[src/rtl/alu_issue.sv]
// ---------------------------------------------------------------------------
// alu_issue
// Single-issue front end for an external combinational ALU. Holds an
// 8-entry register file, reads operands when an instruction is accepted,
// presents them to the ALU for one cycle, captures the result and writes it
// back one cycle later. One instruction is in flight at a time, so the
// issue rate is one instruction every three cycles.
//
// Optional feature: define ALU_ISSUE_IMM_EN to let instr[3]=1 replace the
// second operand with the zero-extended 6-bit immediate {instr[6:4],instr[2:0]}.
// Without the macro instr[3:0] is ignored.
// ---------------------------------------------------------------------------
module alu_issue #(
    parameter int DATA_W = 16
) (
    input  logic              clk,
    input  logic              rst,
    input  logic              instr_valid,
    input  logic [15:0]       instr,
    output logic              instr_ready,
    output logic [DATA_W-1:0] A,
    output logic [DATA_W-1:0] B,
    output logic [2:0]        ALU_Sel,
    input  logic [DATA_W-1:0] ALU_Out,
    output logic              wb_valid,
    output logic [2:0]        wb_addr,
    output logic [DATA_W-1:0] wb_data,
    input  logic              dbg_we,
    input  logic [2:0]        dbg_addr,
    input  logic [DATA_W-1:0] dbg_wdata,
    output logic [DATA_W-1:0] dbg_rdata
);

    typedef enum logic [1:0] {
        ST_IDLE = 2'd0,
        ST_EXEC = 2'd1,
        ST_WB   = 2'd2
    } state_e;

    // Instruction field decode
    logic [2:0] op_s;
    logic [2:0] rd_s;
    logic [2:0] rs_s;
    logic [2:0] rt_s;
    logic       unused_instr_s;

    assign op_s = instr[15:13];
    assign rd_s = instr[12:10];
    assign rs_s = instr[9:7];
    assign rt_s = instr[6:4];
    // Spare bits are not consumed in every build configuration
    assign unused_instr_s = ^instr[3:0];

    // State registers and their next-state values
    state_e            state_q,   state_d;
    logic              ready_q,   ready_d;
    logic [DATA_W-1:0] a_q,       a_d;
    logic [DATA_W-1:0] b_q,       b_d;
    logic [2:0]        sel_q,     sel_d;
    logic [2:0]        rd_q,      rd_d;
    logic              wbv_q,     wbv_d;
    logic [2:0]        wba_q,     wba_d;
    logic [DATA_W-1:0] wbd_q,     wbd_d;
    logic [DATA_W-1:0] regs_q [8];
    logic [DATA_W-1:0] regs_d [8];

    logic              accept_s;
    logic [DATA_W-1:0] operand_b_s;

    // An instruction is taken only while idle
    assign accept_s = (state_q == ST_IDLE) && instr_valid;

    // Second-operand source: register file, or the immediate when enabled
    always_comb begin
        operand_b_s = regs_q[rt_s];
`ifdef ALU_ISSUE_IMM_EN
        if (instr[3]) begin
            operand_b_s = {{(DATA_W-6){1'b0}}, instr[6:4], instr[2:0]};
        end else begin
            operand_b_s = regs_q[rt_s];
        end
`endif
    end

    // Next-state, operand, writeback and register-file update logic
    always_comb begin
        state_d = state_q;
        a_d     = a_q;
        b_d     = b_q;
        sel_d   = sel_q;
        rd_d    = rd_q;
        wbv_d   = 1'b0;
        wba_d   = wba_q;
        wbd_d   = wbd_q;
        regs_d  = regs_q;

        case (state_q)
            ST_IDLE: begin
                if (accept_s) begin
                    // Operands sampled now: a later writeback to rs/rt is not seen
                    a_d     = regs_q[rs_s];
                    b_d     = operand_b_s;
                    sel_d   = op_s;
                    rd_d    = rd_s;
                    state_d = ST_EXEC;
                end else if (dbg_we) begin
                    // Debug write only when no instruction is taken on this edge
                    regs_d[dbg_addr] = dbg_wdata;
                end else begin
                    state_d = ST_IDLE;
                end
            end
            ST_EXEC: begin
                wbd_d   = ALU_Out;
                wba_d   = rd_q;
                wbv_d   = 1'b1;
                state_d = ST_WB;
            end
            ST_WB: begin
                regs_d[rd_q] = wbd_q;
                state_d      = ST_IDLE;
            end
            default: begin
                state_d = ST_IDLE;
            end
        endcase

        // r0 is hardwired to zero regardless of any write above
        regs_d[0] = {DATA_W{1'b0}};
        ready_d   = (state_d == ST_IDLE);
    end

    // State register with asynchronous reset discarding any in-flight work
    always_ff @(posedge clk or posedge rst) begin
        if (rst) begin
            state_q <= ST_IDLE;
            ready_q <= 1'b1;
            a_q     <= {DATA_W{1'b0}};
            b_q     <= {DATA_W{1'b0}};
            sel_q   <= 3'd0;
            rd_q    <= 3'd0;
            wbv_q   <= 1'b0;
            wba_q   <= 3'd0;
            wbd_q   <= {DATA_W{1'b0}};
            for (int i = 0; i < 8; i++) begin
                regs_q[i] <= {DATA_W{1'b0}};
            end
        end else begin
            state_q <= state_d;
            ready_q <= ready_d;
            a_q     <= a_d;
            b_q     <= b_d;
            sel_q   <= sel_d;
            rd_q    <= rd_d;
            wbv_q   <= wbv_d;
            wba_q   <= wba_d;
            wbd_q   <= wbd_d;
            for (int i = 0; i < 8; i++) begin
                regs_q[i] <= regs_d[i];
            end
        end
    end

    assign instr_ready = ready_q;
    assign A           = a_q;
    assign B           = b_q;
    assign ALU_Sel     = sel_q;
    assign wb_valid    = wbv_q;
    assign wb_addr     = wba_q;
    assign wb_data     = wbd_q;
    assign dbg_rdata   = regs_q[dbg_addr];

endmodule

[config.mk]
export PLATFORM = sky130hd
export DESIGN_NAME = alu_issue
export DESIGN_NICKNAME = d
export VERILOG_FILES = /design/src/rtl/alu_issue.sv
export SDC_FILE = /design/constraint.sdc
export NUM_CORES = 1
export LEC_CHECK = 0
export ABC_AREA = 1
export BUFFER_PORTS_ARGS = -buffer_cell sky130_fd_sc_hd__buf_2
export CORE_ASPECT_RATIO = 0.7
export CORE_UTILIZATION = 45
export CTS_CLUSTER_SIZE = 25
export DETAILED_ROUTE_END_ITERATION = 10
export SLEW_MARGIN = 20
export SYNTH_ARGS = -nofsm -noshare
export SYNTH_HDL_FRONTEND = slang
export SYNTH_SLANG_ARGS = --single-unit
export TNS_END_PERCENT = 5
[constraint.sdc]
create_clock -name clk -period 11.9 [get_ports clk]
set_input_delay 1.19 -clock clk [delete_from_list [all_inputs] [get_ports clk]]
set_output_delay 1.19 -clock clk [all_outputs]
set_load 0.03 [all_outputs]
==> run summary <==
The first global-routing pass estimated ~73 mm of wire. The half-perimeter wire length of the detailed placement result is 33.9 mm. The overall fraction of global-route tracks in use came out at 37.5%.

In this run the cell area of the synthesized design comes to around 12000 µm². The power density of the placed cells came out at roughly 220 nW/µm². The post-layout net count is slightly below 2000. The worst slew slack as a fraction of its limit came out at around 28%. The startpoint identified for the worst register-to-register timing path is state_q[1]. The count of routing violations after the opening detailed-route iteration came out at approximately 1700. The max-capacitance violation count is 0. For this block, the routed nets add up to approximately 49 mm of wire.

The depth of the CTS H-tree came out at 4. The internal portion of the total power is approximately 0.0015 W. In this run the static leakage power is between 6 and 7 nW. The net switching power figure came out at roughly 0.0013 W. The highest achievable clock rate is ~0.22 GHz. Setup repair after global routing left no endpoint under its margin. The maximum number of pins on one net before global-route repair is 78. The number of setup buffers added after CTS is 0. The worst hold path startpoint is A[4]. After synthesis the netlist holds a flip-flop and latch count of between 150 and 200. The number of buffers created by CTS is 17.

The type of element capturing the critical path is an output port. Counting every sink on the clock net gives roughly 170. The count of port buffers added during placement came out at about 120.

The floorplan has 49 rows. The number of hold violations in the final report was 0. The sum of negative setup slack is 0 ps. On the final layout, the worst clock skew is 12.9 ps. After clock tree synthesis, the flow added hold-fix buffers numbering 0.

The data required time at the worst endpoint came out at approximately 11000 ps. Relative to the synthesized area, the layout overhead comes to 9.74%. The run finished with clean final reports. The number of warnings printed during yosys synthesis is 0. From bottom edge to top edge, the die measures between 100 and 150 µm.

The sequential cell fraction of total power is around 41%. The core region is ~26000 µm². In this run switching power makes up between 40% and 50% of total power. The worst-case clock buffer depth is 2. The clock network burns a little over a fifth of the power. The net count of the mapped netlist came out at between 1500 and 2000. Counting I/O delays and the setup requirement, the final critical path takes 4620 ps. Averaged over all synthesized cells, the footprint is between 6 and 7 µm². The detail route stage leaves a number of antenna-violating nets equal to 0. The count of unique library cells instantiated by Yosys is 25. The number of diodes came out at 0. The worst endpoint data arrival time came out at roughly 3400 ps.

The routed via count is 13000. The biggest fanout along the worst timing path came out at 34. The instance count of the mapped netlist is ~1900. Gates resized during post-CTS repair numbered 0.

The path class of the tightest hold or removal check is flip-flop to flip-flop. The number of global-route vias before repair came out at 11500. The width of the chip is about 200 µm. The count of TritonRoute iterations in the first routing pass is 9.

TritonCTS built the clock tree. The initial antenna violation count is 0. The share of the cycle needed by the critical path after routing is between 30% and 40%. Routability-driven placement finished with a final weighted congestion of 0.945. For the worst-skew pair, the clock arrives at the later sink with an insertion delay of between 400 and 500 ps.

The final number of max-transition violations came to 0. The overall overflow remaining after global route is 0. Summing internal, switching and leakage power gives between 0.002 and 0.003 W. For this run, design rule violations remaining after detail routing come to 0. In the final layout, the share of cells above drive strength 1 is 10.9%. The core utilization of the finished layout is 50.2%. The clock edge transition at the registers on the reported setup and hold paths is about 70 ps. The routed via count divided by cell count is ~5.7. The per-cell routed wire length came out at about 22 µm. The final setup violation count is 0. The area enclosed by the die boundary is ~27000 µm². The transition time at the pin with the least slew margin is 1070 ps. Across the VDD grid, the largest voltage drop is approximately 0.00011 V. Per report_power, the combinational group accounts for roughly 37% of the total. The share of the yosys chip area belonging to registers is a little under two fifths. The top-level port count came out at approximately 130.

The cell sitting at the root of the clock tree is a sky130_fd_sc_hd__clkbuf_16. The worst setup path is launched from a primary input. The critical path starts at dbg_addr[1]. Once the floorplan was initialized, standard cells occupied approximately 46% of the core. The critical path start-end classification is primary input to output port.
-- path summary, 6_finish.rpt --
kind	cells past startpoint	endpoint	slack (ps)
setup / recovery	8	dbg_rdata[15]	7280
hold / removal	2	A[4]	470
setup reg to reg	6	regs_q[26]	9240
hold reg to reg	2	A[4]	470
max in group asynchronous	4	regs_q[65]	9080
min in group asynchronous	2	regs_q[28]	740
-- Yosys cell counts, drive strengths merged --
cell type / instances / share of area, %
nand4: 2 / 0.21
clkinv: 1 / 0.032
clkbuf: 43 / 1.4
dfrtp: 172 / 37
dfstp: 1 / 0.22
inv: 86 / 2.8
o21ai: 148 / 6.3
nor3: 6 / 0.64
buf: 74 / 3.6
nand2: 976 / 32
nor2: 95 / 3.3
nand3: 261 / 11
a21oi: 32 / 1.4
-- cell usage in the layout, fill, tap and decap left out, types with 9 or more instances in the layout --
cell / n
sky130_fd_sc_hd__inv_1: 74
sky130_fd_sc_hd__o21ai_0: 140
sky130_fd_sc_hd__buf_2: 122
sky130_fd_sc_hd__nand2_1: 957
sky130_fd_sc_hd__nand2_4: 10
sky130_fd_sc_hd__nand3_1: 257
sky130_fd_sc_hd__clkbuf_16: 17
sky130_fd_sc_hd__nand2_2: 9
sky130_fd_sc_hd__nor2_1: 88
sky130_fd_sc_hd__buf_4: 10
sky130_fd_sc_hd__a21oi_1: 32
sky130_fd_sc_hd__dfrtp_1: 172
-- sequential cells by signal, indices dropped and copies added (netlist names) --
signal and count:
regs_q 112, A 16, B 16, wb_data 16
ALU_Sel 3, rd_q 3, wb_addr 3, state_q 2
instr_ready 1, wb_valid 1
-- stage by stage --
step                      cell area, µm²  hold WS, ps  cells  setup slack [ps]
after floorplan                    11700          464   1897              6020
after global placement             12300          458   2243              7350
after detailed placement           12300          460   2243              7350
after CTS                          12900          478   2275              7350
after global routing               12900          497   2275              7160
final                              12900          475   2275              7280
-- worst max-delay path, cell delays in order --
cell and delay (ps):
sky130_fd_sc_hd__buf_2 100, sky130_fd_sc_hd__buf_4 280, sky130_fd_sc_hd__inv_2 650, sky130_fd_sc_hd__nand3_2 550, sky130_fd_sc_hd__nor2_1 220, sky130_fd_sc_hd__nor3_1 70
sky130_fd_sc_hd__nand2_1 120, sky130_fd_sc_hd__buf_2 220
-- per-layer routing --
metal	GRT usage [%]	share of wire, %	vias to the layer above
li1	-	-	6051
met3	13.4	14	90
met4	12.8	3.0	0
met5	0	0	-
met2	50.6	39	794
met1	54.3	44	6081
-- power by group through the flow --
| stage | combinational, W | sequential [W] | clock, W |
|---|---|---|---|
| after global placement | 0.00103 | 0.00115 | 0 |
| after CTS | 0.00105 | 0.00114 | 0.000618 |
| after global routing | 0.00119 | 0.00118 | 0.000644 |
| after floorplan | 0.000659 | 0.00114 | 0 |
| after detailed placement | 0.00104 | 0.00115 | 0 |
| final | 0.00106 | 0.00116 | 0.000615 |
-- cell families after synthesis --
group                  after synthesis  synth area share (%)
AND/OR/NAND/NOR                   1340                  47.6
buffers and inverters              204                  7.84
AO/OA/AOI/OAI                      180                  7.68
flip-flops                         173                  36.9
-- layout make-up --
| type | instances | area (µm²) |
|---|---|---|
| clock buffer | 19 | 443 |
| inverter | 87 | 339 |
| tap | 331 | 414 |
| timing repair buffer | 132 | 686 |
| sequential | 173 | 4330 |
| fill | 2718 | 12800 |
| multi-input combinational | 1520 | 6480 |
| clock inverter | 13 | 178 |
Power figures use the tool's default switching activity.
